## src/rtl/lr35902_lcd_fb.sv

```systemverilog
// Pixel sink behind the LR35902 PPU. Packs 2-bit shades four to a byte, queues the
// bytes and writes them into a double-buffered framebuffer, swapping banks per frame.
module lr35902_lcd_fb #(
  parameter int FIFO_DEPTH = 4,
  parameter int LINE_PX    = 160,
  parameter int LINES      = 144
) (
  input  logic        clk,
  input  logic        reset,
  input  logic        disp_on,
  input  logic        px_out,
  input  logic [1:0]  px,
  output logic        fb_write,
  output logic [13:0] fb_adr,
  output logic [7:0]  fb_dout,
  input  logic        fb_ack,
  output logic        front_bank,
  output logic        frame_done,
  output logic        overflow
);

  localparam int XW = $clog2(LINE_PX);
  localparam int YW = $clog2(LINES);
  localparam int AW = $clog2(FIFO_DEPTH);
  localparam int CW = AW + 1;
  localparam logic [XW-1:0] X_LAST   = XW'(LINE_PX - 1);
  localparam logic [YW-1:0] Y_LAST   = YW'(LINES - 1);
  localparam logic [12:0]   OFF_LAST = 13'(LINE_PX * LINES / 4 - 1);
  localparam logic [CW-1:0] DEPTH_C  = CW'(FIFO_DEPTH);

  typedef struct packed {
    logic        bank;
    logic        last;
    logic [12:0] off;
    logic [7:0]  data;
  } entry_t;

  logic [XW-1:0] x_q, x_d;
  logic [YW-1:0] y_q, y_d;
  logic [12:0]   off_q, off_d;
  logic [1:0]    cnt_q, cnt_d;
  logic [5:0]    shift_q, shift_d;
  logic          wbank_q, wbank_d;
  logic [AW-1:0] rd_ptr_q, rd_ptr_d;
  logic [AW-1:0] wr_ptr_q, wr_ptr_d;
  logic [CW-1:0] count_q, count_d;
  entry_t        head_q, head_d;
  logic          fb_write_q, fb_write_d;
  logic          front_q, front_d;
  logic          done_q, done_d;
  logic          ovf_q, ovf_d;

  entry_t        mem [FIFO_DEPTH];
  entry_t        new_entry;
  logic          push, push_ok, pop;

  // NOTE: every signal assigned here gets a default first, otherwise a latch is inferred.
  always_comb begin
    x_d       = x_q;
    y_d       = y_q;
    off_d     = off_q;
    cnt_d     = cnt_q;
    shift_d   = shift_q;
    wbank_d   = wbank_q;
    front_d   = front_q;
    done_d    = 1'b0;
    ovf_d     = ovf_q;
    push      = 1'b0;
    new_entry = '0;
    pop       = fb_write_q & fb_ack;

    if (!disp_on) begin
      x_d     = '0;
      y_d     = '0;
      off_d   = '0;
      cnt_d   = '0;
      shift_d = '0;
    end else if (px_out) begin
      x_d     = (x_q == X_LAST) ? '0 : x_q + XW'(1);
      if (x_q == X_LAST) y_d = (y_q == Y_LAST) ? '0 : y_q + YW'(1);
      cnt_d   = cnt_q + 2'd1;
      shift_d = {shift_q[3:0], px};
      if (cnt_q == 2'd3) begin
        push           = 1'b1;
        new_entry.bank = wbank_q;
        new_entry.last = (off_q == OFF_LAST);
        new_entry.off  = off_q;
        new_entry.data = {shift_q, px};
        off_d          = (off_q == OFF_LAST) ? '0 : off_q + 13'd1;
      end
    end

    // The swap follows the bank tag of the acked entry; a frame-end pack flips the
    // write bank immediately so bytes of the next frame queue up with the new tag.
    if (pop && head_q.last) begin
      front_d = head_q.bank;
      done_d  = 1'b1;
      wbank_d = ~head_q.bank;
    end
    if (push && new_entry.last) wbank_d = ~wbank_q;

    push_ok = push && ((count_q != DEPTH_C) || pop);
    if (push && !push_ok) ovf_d = 1'b1;

    rd_ptr_d   = pop     ? rd_ptr_q + AW'(1) : rd_ptr_q;
    wr_ptr_d   = push_ok ? wr_ptr_q + AW'(1) : wr_ptr_q;
    count_d    = count_q + CW'(push_ok) - CW'(pop);
    fb_write_d = (count_d != '0);

    // Bypass the RAM when the pushed byte becomes the new head in the same edge.
    head_d = head_q;
    if (count_d != '0)
      head_d = (push_ok && (count_q - CW'(pop)) == '0) ? new_entry : mem[rd_ptr_d];
  end

  // NOTE: FIFO storage has no reset; count and pointers alone decide what is valid.
  always_ff @(posedge clk) begin
    if (push_ok) mem[wr_ptr_q] <= new_entry;
  end

  // NOTE: state flops use non-blocking assignments so all update from the same old values.
  always_ff @(posedge clk or negedge reset) begin
    if (!reset) begin
      x_q        <= '0;
      y_q        <= '0;
      off_q      <= '0;
      cnt_q      <= '0;
      shift_q    <= '0;
      wbank_q    <= 1'b1;
      rd_ptr_q   <= '0;
      wr_ptr_q   <= '0;
      count_q    <= '0;
      head_q     <= '0;
      fb_write_q <= 1'b0;
      front_q    <= 1'b0;
      done_q     <= 1'b0;
      ovf_q      <= 1'b0;
    end else begin
      x_q        <= x_d;
      y_q        <= y_d;
      off_q      <= off_d;
      cnt_q      <= cnt_d;
      shift_q    <= shift_d;
      wbank_q    <= wbank_d;
      rd_ptr_q   <= rd_ptr_d;
      wr_ptr_q   <= wr_ptr_d;
      count_q    <= count_d;
      head_q     <= head_d;
      fb_write_q <= fb_write_d;
      front_q    <= front_d;
      done_q     <= done_d;
      ovf_q      <= ovf_d;
    end
  end

  assign fb_write   = fb_write_q;
  assign fb_adr     = {head_q.bank, head_q.off};
  assign fb_dout    = head_q.data;
  assign front_bank = front_q;
  assign frame_done = done_q;
  assign overflow   = ovf_q;

endmodule

```

## config.mk

```make
export PLATFORM = sky130hd
export DESIGN_NAME = lr35902_lcd_fb
export DESIGN_NICKNAME = d
export VERILOG_FILES = /design/src/rtl/lr35902_lcd_fb.sv
export SDC_FILE = /design/constraint.sdc
export NUM_CORES = 1
export LEC_CHECK = 0
export BUFFER_PORTS_ARGS = -buffer_cell sky130_fd_sc_hd__buf_2
export CORE_UTILIZATION = 60
export DETAILED_ROUTE_END_ITERATION = 6
export HOLD_SLACK_MARGIN = 0.1
export PLACE_DENSITY = 0.86
export SETUP_SLACK_MARGIN = 0.1
export SYNTH_ARGS = -nofsm -noshare
export SYNTH_HDL_FRONTEND = slang
export SYNTH_SLANG_ARGS = --single-unit
```

## constraint.sdc

```tcl
create_clock -name clk -period 5.65 [get_ports clk]
set_input_delay 1.13 -clock clk [delete_from_list [all_inputs] [get_ports clk]]
set_output_delay 1.13 -clock clk [all_outputs]
set_load 0.01 [all_outputs]
```

==> impl_metrics.ini <==
[outcome]
run_status = finished, final reports clean

[global_route]
globalRouteOverflowTotal = 0
gr-usage-met1 = 0.395
track_usage = 0.297
met3_usage = 0.0826
grt_pass1_wl_um = 28300
met2_usage = 0.469
grt_max_degree = 57
grt_pass1_vias = 5187
busiest_layer = met2
antenna_found_initial = 0

[clocking]
cts_tree = built
post_cts_buffers = 0
clockBufferDepth = 2
numCtsBuffers = 17
cts_resized = 0
h-tree-depth = 4
clk_pin_slew_ns = 0.06
clock-sinks = 148
clk_latency_ns = 0.43
root_buffer = clkbuf_16
ctsHoldBuffers = 0

[setup_path]
timing.rr.start = fb_write$_DFF_PN0_
path_max_fanout = 48
required_ns = 5.91
cp.arrival_ns = 4.57
critical_path_class = input port to flip-flop
startpoint = fb_ack
cp-start-kind = input port
end_kind = flip-flop

[cells_and_area]
multiInputGateArea_um2 = 2960
fillers = 783
drive_above_1_share = 0.257
nets = 569
layout_common_cells = 92 x edfxtp_1, 55 x dfrtp_1, 45 x and3_1
seq_area_um2 = 4170
areaGrowthSynthToFinish_pct = 8.61
fin_area_um2 = 8220
final_common_cell = edfxtp_1

[die]
num_io_pins = 33
initial_core_util = 0.622
coreArea_um2 = 12200
num_rows = 40
die_y_um = 114
die_area_um2 = 13100
die_w_um = 114

[placement]
place_area_um2 = 7630
dp_hpwl_um = 11200
io_buffers = 32
gp_congestion = 0.897

[logic_synthesis]
seq_area_frac_synth = 0.550
synth_edf_count = 92
syn_area_um2 = 7570
synthCells = 558
synth_ff_type = edfxtp_1
syn_nets = 575
yosysWarnings = 0
ys_ff_latch = 148
synthArstFlopShare = 0.378
synth.distinct_cells = 57
avgSynthCellArea_um2 = 13.6

[power_and_ir_drop]
power_density_nw_per_um2 = 467
p_leak_nw = 3.04
vdd_drop_max_uv = 335

[route]
wire_per_inst_um = 24.8
via_per_inst = 6.97
drc_errors = 0
postRouteAntennaNets = 0
drtIter0Drc = 723
drt_first_pass_iters = 5
routed_wirelength_um = 18200
vias = 5119

[sta]
slew_viol_final = 0
finalSetupTns_ns = 0
setup_viol = 0
post-route-min-period_ns = 4.31
skew_ns = 0.00712
max_freq_mhz = 232
maxSlewHeadroom = 0.112
finalCritPeriodShare = 0.763
rsz0062_at_grt = no
tightest_slew_ns = 1.33
hold_violations = 0
whs_ns = 0.472

[run]
max-cap-violations = 0

[worst_hold_path]
hp-class = flip-flop to flip-flop
min_from = front_bank$_DFFE_PN0P_
## cells in the mapped netlist, drive strengths merged (6+ instances only)
| cell | number | share of area |
|---|---|---|
| edfxtp | 92 | 0.37 |
| dfrtp | 55 | 0.18 |
| buf | 46 | 0.042 |
| and3 | 45 | 0.037 |
| and2 | 31 | 0.026 |
| o21ai | 28 | 0.019 |
| mux2 | 24 | 0.036 |
| mux4 | 23 | 0.068 |
| o221ai | 23 | 0.027 |
| a211o | 22 | 0.025 |
| a41oi | 22 | 0.043 |
| clkbuf | 21 | 0.011 |
| nand2 | 16 | 0.0079 |
| inv | 15 | 0.0078 |
| a31oi | 10 | 0.0091 |
| nand3 | 10 | 0.0073 |
| ha | 9 | 0.015 |
| mux2i | 7 | 0.0093 |
| nand4 | 7 | 0.0066 |
| nor2 | 7 | 0.0035 |
| nor2b | 7 | 0.0058 |
| xnor2 | 6 | 0.0069 |
## critical path, stage by stage
cell and delay, ns:
buf_2 0.25, nand2_2 0.16, buf_4 0.52, inv_2 0.08, ha_1 0.30, inv_1 0.04
ha_1 0.19, fa_1 0.38, xor3_2 0.51, and2_4 0.27, inv_4 0.14, o21ai_2 0.38
o21ai_1 0.21
## report_power, final
| part | switching, mW | internal, mW |
|---|---|---|
| sequential | 0.0966 | 1.27 |
| combinational | 0.832 | 0.513 |
| clock | 0.439 | 0.690 |
| total | 1.37 | 2.47 |
## area by class of cell
| class | count | share of cell area |
|---|---|---|
| Clock inverter | 14 | 0.0196 |
| Multi-Input combinational cell | 328 | 0.360 |
| Inverter | 15 | 0.00715 |
| Tap cell | 168 | 0.0256 |
| Clock buffer | 18 | 0.0522 |
| Antenna cell | 1 | 0.000304 |
| Sequential cell | 148 | 0.507 |
| Timing Repair Buffer | 42 | 0.0286 |
## routing by layer
layer | vias up | wire [um]
met3 | 45 | 2050
met1 | 2578 | 6820
li1 | 2156 | -
met4 | 0 | 460
met5 | - | 0
met2 | 340 | 8890
## state kept, by name, summed over array words and instances, names as in the netlist, 2 cells and up
name and count:
count_q 3, mem 92, cnt_q 2, rd_ptr_q 2, fb_adr 14, fb_dout 8, shift_q 6, wr_ptr_q 2
off_q 13
## stage by stage
| step | setup slack [ns] | cells | power (mW) | utilization |
|---|---|---|---|---|
| final | 1.34 | 734 | 3.84 | 0.676 |
| after global routing | 1.19 | 733 | 3.99 | 0.676 |
| after global placement | 1.16 | 701 | 2.61 | 0.627 |
| after floorplan | 2.24 | 558 | 2.46 | - |
| after CTS | 1.40 | 733 | 3.82 | 0.676 |
| after detailed placement | 1.01 | 701 | 2.68 | 0.627 |
## worst paths after layout
kind / endpoint / cells after the start / slack, ns
min in group asynchronous: fb_adr[6]$_DFFE_PN0P_ / 2 / 0.84
max reg2reg: fb_adr[4]$_DFFE_PN0P_ / 12 / 1.50
max: fb_adr[4]$_DFFE_PN0P_ / 13 / 1.34
max in group asynchronous: overflow$_DFFE_PN0P_ / 2 / 4.32
min: front_bank$_DFFE_PN0P_ / 2 / 0.47
min reg2reg: front_bank$_DFFE_PN0P_ / 2 / 0.47
## kinds of logic after synthesis
family,count (synthesis),share of synthesized area
xor gates and xnor gates,10,0.0137
and+or+nand+nor,134,0.105
DFF,148,0.550
buffers and inverters,82,0.0603
AOI/OAI and AO/OA,120,0.139
adders and majority gates,10,0.0175
muxes,54,0.113
Power figures use the tool's default switching activity.
